[config.mk]
export PLATFORM = sky130hd
export DESIGN_NAME = samp_seq
export DESIGN_NICKNAME = d
export VERILOG_FILES = /design/src/rtl/samp_seq.sv
export SDC_FILE = /design/constraint.sdc
export NUM_CORES = 1
export LEC_CHECK = 0
export BUFFER_PORTS_ARGS = -buffer_cell sky130_fd_sc_hd__clkbuf_2
export CAP_MARGIN = 20
export CORE_UTILIZATION = 51
export DETAILED_ROUTE_END_ITERATION = 8
export GPL_TIMING_DRIVEN = 0
export HOLD_SLACK_MARGIN = 0.05
export PLACE_DENSITY = 0.74
export SYNTH_ARGS = -nofsm -noshare
export SYNTH_HDL_FRONTEND = slang
export SYNTH_SLANG_ARGS = --single-unit
[constraint.sdc]
create_clock -name clk -period 1.9 [get_ports clk]
set_input_delay 0.095 -clock clk [delete_from_list [all_inputs] [get_ports clk]]
set_output_delay 0.095 -clock clk [all_outputs]
set_load 0.05 [all_outputs]
[src/rtl/samp_seq.sv]
// samp_seq -- sample/convert sequencer for a SAR-style front end.
//
// A start request latches the timing lengths and switch enables, then runs:
//   SAMP : seq_samp high for max(samp_len,1) cycles
//   HOLD : all strobes low for hold_len cycles (skipped when hold_len = 0)
//   CONV : NBITS bit cycles of max(comp_len,1) cycles each, MSB first;
//          seq_comp marks the first cycle of every bit cycle
//   DONE : one-cycle done pulse, then back to IDLE
//
// Ports
//   clk, rst            : clock, synchronous active-high reset
//   start, abort        : sequence request / immediate termination
//   samp_len, hold_len,
//   comp_len            : phase lengths in cycles (CNT_W bits)
//   p_en_cfg, n_en_cfg  : switch enables requested for the next sequence
//   seq_samp, seq_comp  : sampling gate / comparator strobe
//   samp_p_en, samp_n_en: latched switch enables, 0 when idle
//   bit_idx             : bit under conversion, 0 outside CONV
//   busy, done, err     : sequence active / completion pulse / start-while-busy pulse
module samp_seq #(
  parameter int unsigned CNT_W = 8,
  parameter int unsigned NBITS = 8
) (
  input  logic                       clk,
  input  logic                       rst,
  input  logic                       start,
  input  logic                       abort,
  input  logic [CNT_W-1:0]           samp_len,
  input  logic [CNT_W-1:0]           hold_len,
  input  logic [CNT_W-1:0]           comp_len,
  input  logic                       p_en_cfg,
  input  logic                       n_en_cfg,
  output logic                       seq_samp,
  output logic                       samp_p_en,
  output logic                       samp_n_en,
  output logic                       seq_comp,
  output logic [$clog2(NBITS)-1:0]   bit_idx,
  output logic                       busy,
  output logic                       done,
  output logic                       err
);

  localparam int unsigned BW = $clog2(NBITS);

  localparam logic [CNT_W-1:0] CNT_ONE = {{(CNT_W-1){1'b0}}, 1'b1};
  localparam logic [BW-1:0]    BIT_ONE = {{(BW-1){1'b0}}, 1'b1};
  localparam logic [BW-1:0]    BIT_TOP = BW'(NBITS - 1);

  typedef enum logic [2:0] {
    IDLE = 3'd0,
    SAMP = 3'd1,
    HOLD = 3'd2,
    CONV = 3'd3,
    DONE = 3'd4
  } state_t;

  state_t           state, state_nx;
  logic [CNT_W-1:0] cnt, cnt_nx;     // cycles remaining in the current phase/bit, minus one
  logic [BW-1:0]    bit_r, bit_nx;
  logic [CNT_W-1:0] h_len;           // latched hold length
  logic [CNT_W-1:0] c_m1;            // latched max(comp_len,1)-1
  logic             p_lat, n_lat;
  logic             err_r;
  logic             accept;

  assign accept = (state == IDLE) && start && !abort;

  // Next-state and counter logic. The counter is loaded with length-1 on
  // phase entry and only decremented while non-zero, so it can never wrap;
  // an all-ones length therefore gives exactly 2^CNT_W-1 cycles.
  always_comb begin
    state_nx = state;
    cnt_nx   = cnt;
    bit_nx   = bit_r;
    unique case (state)
      IDLE: begin
        if (start) begin
          state_nx = SAMP;
          cnt_nx   = (samp_len == '0) ? '0 : samp_len - CNT_ONE;
        end
      end
      SAMP: begin
        if (cnt == '0) begin
          if (h_len == '0) begin
            state_nx = CONV;
            cnt_nx   = c_m1;
            bit_nx   = BIT_TOP;
          end else begin
            state_nx = HOLD;
            cnt_nx   = h_len - CNT_ONE;
          end
        end else begin
          cnt_nx = cnt - CNT_ONE;
        end
      end
      HOLD: begin
        if (cnt == '0) begin
          state_nx = CONV;
          cnt_nx   = c_m1;
          bit_nx   = BIT_TOP;
        end else begin
          cnt_nx = cnt - CNT_ONE;
        end
      end
      CONV: begin
        if (cnt == '0) begin
          if (bit_r == '0) begin
            state_nx = DONE;
          end else begin
            bit_nx = bit_r - BIT_ONE;
            cnt_nx = c_m1;
          end
        end else begin
          cnt_nx = cnt - CNT_ONE;
        end
      end
      DONE: begin
        state_nx = IDLE;
        cnt_nx   = '0;
        bit_nx   = '0;
      end
      default: begin
        state_nx = IDLE;
        cnt_nx   = '0;
        bit_nx   = '0;
      end
    endcase
    if (abort) begin
      state_nx = IDLE;
      cnt_nx   = '0;
      bit_nx   = '0;
    end
  end

  always_ff @(posedge clk) begin
    if (rst) begin
      state <= IDLE;
      cnt   <= '0;
      bit_r <= '0;
      h_len <= '0;
      c_m1  <= '0;
      p_lat <= 1'b0;
      n_lat <= 1'b0;
      err_r <= 1'b0;
    end else begin
      state <= state_nx;
      cnt   <= cnt_nx;
      bit_r <= bit_nx;
      err_r <= start && !abort && (state != IDLE);
      if (accept) begin
        h_len <= hold_len;
        c_m1  <= (comp_len == '0) ? '0 : comp_len - CNT_ONE;
        p_lat <= p_en_cfg;
        n_lat <= n_en_cfg;
      end
    end
  end

  // Outputs decode directly from registered state, so reset/abort clear
  // them on the same edge that returns the FSM to IDLE.
  always_comb begin
    busy      = (state != IDLE);
    seq_samp  = (state == SAMP);
    seq_comp  = (state == CONV) && (cnt == c_m1);
    bit_idx   = (state == CONV) ? bit_r : '0;
    done      = (state == DONE);
    samp_p_en = busy && p_lat;
    samp_n_en = busy && n_lat;
    err       = err_r;
  end

endmodule

## Yosys cells after proc, flatten, opt, wreduce, memory -nomap -nowiden

Index checks and enable logic that the tools add are counted.

- Add/subtract/negate cells: 5
- $mul: 0
- Div/mod/pow operators: 0
- Magnitude comparators: 0
- Eq/ne operators: 13
- Shifts and indexed selects: 0
- Mux-type cells: 23
- Bitwise logic cells: 1
- Reduce and logical (&&, ||, !) cells: 19

Operator list:

| operator | count |
|---|---|
| $mux W8 | 8 |
| $mux W3 | 11 |
| $logic_not A8 Y1 | 4 |
| $pmux W8 S4 | 1 |
| $sub A8 B1 Y8 const B | 4 |
| $pmux W3 S4 | 2 |
| $ne A2 B2 Y1 const B | 5 |
| $eq A8 B8 Y1 | 1 |
| $logic_and A1 B1 Y1 | 7 |
| $eq A3 B2 Y1 const B | 2 |
| $logic_not A3 Y1 | 2 |
| $reduce_and A6 Y1 | 1 |
| $reduce_and A5 Y1 | 1 |
| $ne A2 B1 Y1 const B | 2 |
| $eq A3 B1 Y1 const B | 1 |
| $eq A3 B3 Y1 const B | 1 |
| $ne A3 B3 Y1 const B | 1 |
| $reduce_bool A3 Y1 | 1 |
| $sub A3 B1 Y3 const B | 1 |
| $reduce_and A2 Y1 | 1 |
| $reduce_or A2 Y1 | 1 |
| $logic_not A1 Y1 | 1 |
| $mux W1 | 1 |
| $not A1 Y1 | 1 |

- Register bits: 33
- Latch bits: 0
- RAM bits: 0
- Memory bits (read-only): 0
- Input bits: 30
- Memories: 0

## Longest topological paths before layout

- Word-level depth: 4
- Gate-level depth with buffers: 10
- Mapped depth without buffers: 7

## Worst setup path after synthesis

OpenSTA, ideal clock, no wires.

- Path kind: flip-flop to output port
- Start point: register cnt[5]
- End point: output port seq_comp
- Data arrival time: 2.425 ns
- Path slack: -0.620 ns
- Cell stages (with the launch flop): 6
- Path buffers: 1
- Cells stage by stage: dfxtp_1 buf_4 xor2_1 nor4_1 nand3_1 nor4_1

- Word-level cells in the longest chain between the ends: 2

RTL lines:

| what | RTL line | RTL |
|---|---|---|
| start: declaration | 58 | `logic [CNT_W-1:0] cnt, cnt_nx;` |
| start signal: assignment | 147 | `cnt <= cnt_nx;` |
| $eq A8 B8 Y1 | 164 | `seq_comp = (state == CONV) && (cnt == c_m1);` |
| $logic_and A1 B1 Y1 | 164 |  |
| end: declaration | 36 | `output logic seq_comp,` |

Every way passes these cells.

## Final worst setup path

- Start point: register cnt[7]
- End point: register cnt[5]

- Word-level cells in the longest chain between the ends: 3

RTL lines:

| what | RTL line | RTL |
|---|---|---|
| $logic_not A8 Y1 * | 83, 97, 106 |  |
| $mux W8, or another cell as far along | 106 | `if (cnt == '0) begin` |
| $pmux W8 S4 / $reduce_and A2 Y1 (equally long branches) | n/a |  |

Every way passes the cells marked *; elsewhere a longest branch is shown, timed or not.
A chain may end at the register's enable or synchronous reset.

==> results.toml <==
[yosys]
synthesis.nets = 355
synth_cells = 317
syn_area_mm2 = 0.002501
avgSynthCellArea_um2 = 7.890
synth.area.mux_share_pct = 2.501
synth_fa_ha_area_share_pct = 4.002
ys_top_cells_by_area = "dfxtp_1 (26%), nand2_1 (5.0%), nor2_1 (4.2%)"
yosysWarnings = 0
synth-simple-area-share_pct = 28.31
ys_top_cells_by_count = "dfxtp_1 (33), nand2_1 (33), nor2_1 (28)"
synthArstFlopShare_pct = 0
synth_edf_count = 0
synth_top_cell_by_area = "dfxtp_1"
synth-xor-area-share_pct = 7.704
ys_seq_area_share_pct = 26.41
ys_ff_latch = 33
synth_top_family_by_area = "simple AND/OR/NAND/NOR gates"
synth_compound_area_share_pct = 23.51
yosysTopAreaCellShare_pct = 26.41
synth_flop_cell = "dfxtp_1"
ys_types = 74

[critical_path]
reg2regPathDepth = 6
r2r_setup_slack_ns = -0.11
cp-end-kind = "flop"
path_buf_inv = 1
worstPathRequired_ns = 2.09
crit_arrival_ns = 2.19
critical_path_class = "flop to flop"
critical-path-max-stage-delay_ns = 0.60
crit_cells = 6
crit_chain = "or4_4, nor4_4, buf_4, nor3_4, o211a_1, a221o_1"
startpoint_type = "flop"
path_delay_family = "simple AND/OR/NAND/NOR gates"
crit_fanout = 7
critPathSlowestCell = "or4_4"

[route]
drtIter0Drc = 329
met3_length_um = 655
wl_met2_mm = 3.420
vias = 2740
wl_per_cell_um = 17.03
drc = 0
viasPerCell = 6.130
wl_mm = 7.614
first_pass_iters = 6
routed.top_layer = "met4"
wl_met1_mm = 3.164
ant_nets = 0

[floorplan]
io_pins = 40
die_w_um = 72.03
dieArea_mm2 = 0.005188
die_y_um = 72.03
initial_core_util_pct = 52.95
core_area_mm2 = 0.004723
rows = 25

[grt]
grt.overflow.total = 0
grt_pass1_wl_mm = 11.94
grt_max_degree = 11
grt_pass1_vias = 2458
grtUsageTotal_pct = 29.85
grt_antenna_before_repair = 0

[place]
numPortBuffers = 39
dp_cells = 423
place_hpwl_mm = 5.003
place_congestion = 0.9366
place_ws_ns = -0.4434

[clock_network]
cts_max_level = 2
clk_pin_slew_ns = 0.08
cts.sink_count = 33
numCtsBuffers = 5
ctsLongestPathBuffers = 2
cts_root_buffer = "clkbuf_8"
tritoncts = "built"
insertion_delay_ns = 0.29

[layout]
final_layout_size_suffix_gt1_share_pct = 34.47
diodes = 0
fin_nets = 418
syn2layout_area_growth_pct = 30.92
stdcell_count = 447

[sta]
slew_viol_final = 0
finalHoldViolations = 0
fin_crit_ns = 2.007
holdWs_ns = 0.05949
rsz0062_at_grt = "yes"
tns_ns = -0.5880
finalSetupViolCount = 13
setup_slack_ns = -0.1067
tightestPinTransition_ns = 0.6539
clock.fmax_ghz = 0.4983
maxSlewHeadroom_pct = 56.15
skew_ns = 0.01069
fin_crit_sh_pct = 105.6

[status]
violations = "setup timing"
status = "complete, but fails checks"

[power_and_ir_drop]
ir_worst_vdd_v = 0.0003679
finalPower_uw = 2265
pwr_density_cell_mw_per_mm2 = 691.8
leakage_uw = 0.001373

[worst_hold_path]
whs_path_depth = 2
hold_path_class = "input pin to flop"

[job]
max_cap_violations = 0
## layout make-up
cell class	instances	area, µm²
fillers	369	1449
flip-flops and latches	33	678.2
plain buffers	12	81.33
multi-input cells	247	1839
repair buffers	64	429.2
inverters	17	72.57
clock inverters	1	7.507
well taps	67	83.83
clock buffers	6	82.58
## registers in the layout, summed over array words and instances, names as in the netlist
signal	cells
p_lat	1
h_len	8
c_m1	8
n_lat	1
err	1
bit_r	3
state	3
cnt	8
## where the power goes
group	switching (µW)	total (µW)	internal [µW]
clock	274	560	287
sequential	56.6	786	730
combinational	521	919	398
## what timing repair did
| item | 4_1_cts | 5_1_grt |
|---|---|---|
| setup buffers | 12 | 3 |
| hold buffers | 10 | 0 |
| pin swaps | 16 | 16 |
| resized for setup | 35 | 31 |
| hold endpoints to repair | 10 | 0 |
| setup endpoints to repair | 32 | 32 |
## cell usage in the layout, fill, tap and decap left out, types with 3 or more instances in the layout
master / Yosys / final
dfxtp_2: 0 / 5
nor2_1: 28 / 27
mux2i_1: 4 / 4
buf_4: 3 / 17
nor3b_1: 3 / 3
a211oi_1: 4 / 3
o32ai_1: 4 / 4
inv_1: 17 / 11
xor2_1: 10 / 9
dfxtp_1: 33 / 25
nand3_1: 7 / 7
clkbuf_8: 1 / 9
dfxtp_4: 0 / 3
ha_1: 8 / 6
nand2b_1: 3 / 3
a211o_1: 3 / 3
o211ai_1: 3 / 3
nor3_1: 20 / 15
and2_1: 4 / 4
or3_1: 6 / 5
nor4_1: 6 / 3
o21ai_1: 1 / 3
nand2_1: 33 / 31
o21ai_0: 7 / 4
and3_1: 5 / 5
clkbuf_2: 1 / 39
inv_2: 0 / 3
dlygate4sd3_1: 0 / 10
a22oi_1: 7 / 7
nor3_2: 1 / 4
xnor2_1: 12 / 12
a21oi_1: 19 / 19
## final timing paths
| kind | from | to |
|---|---|---|
| max | cnt[7] | cnt[5] |
| min | abort | state[2] |
| max reg2reg | cnt[7] | cnt[5] |
| min reg2reg | n_lat | n_lat |
## metal layers
| metal | vias up | track usage, % |
|---|---|---|
| li1 | 1273 | - |
| met1 | 1249 | 39.67 |
| met2 | 164 | 47.80 |
| met3 | 54 | 4.444 |
| met4 | 0 | 13.94 |
| met5 | - | 0 |
## stage by stage
step | instance area (µm²) | utilization, %
6_report | 3274 | 69.32
5_1_grt | 3274 | 69.32
4_1_cts | 3209 | 67.95
3_5_place_dp | 2813 | 59.55
3_3_place_gp | 2813 | 59.55
2_1_floorplan | 2534 | -
## logic make-up (layout without fill, tap and decap cells)
logic type / count (synthesis) / in the layout
AO/OA/AOI/OAI: 78 / 78
XOR/XNOR: 22 / 22
adder cells (fa/ha/maj): 8 / 8
buffers and inverters: 37 / 100
flip-flops: 33 / 33
multiplexers: 6 / 6
AND/OR/NAND/NOR: 133 / 133
Note: power is estimated with default switching activity, not from simulation.
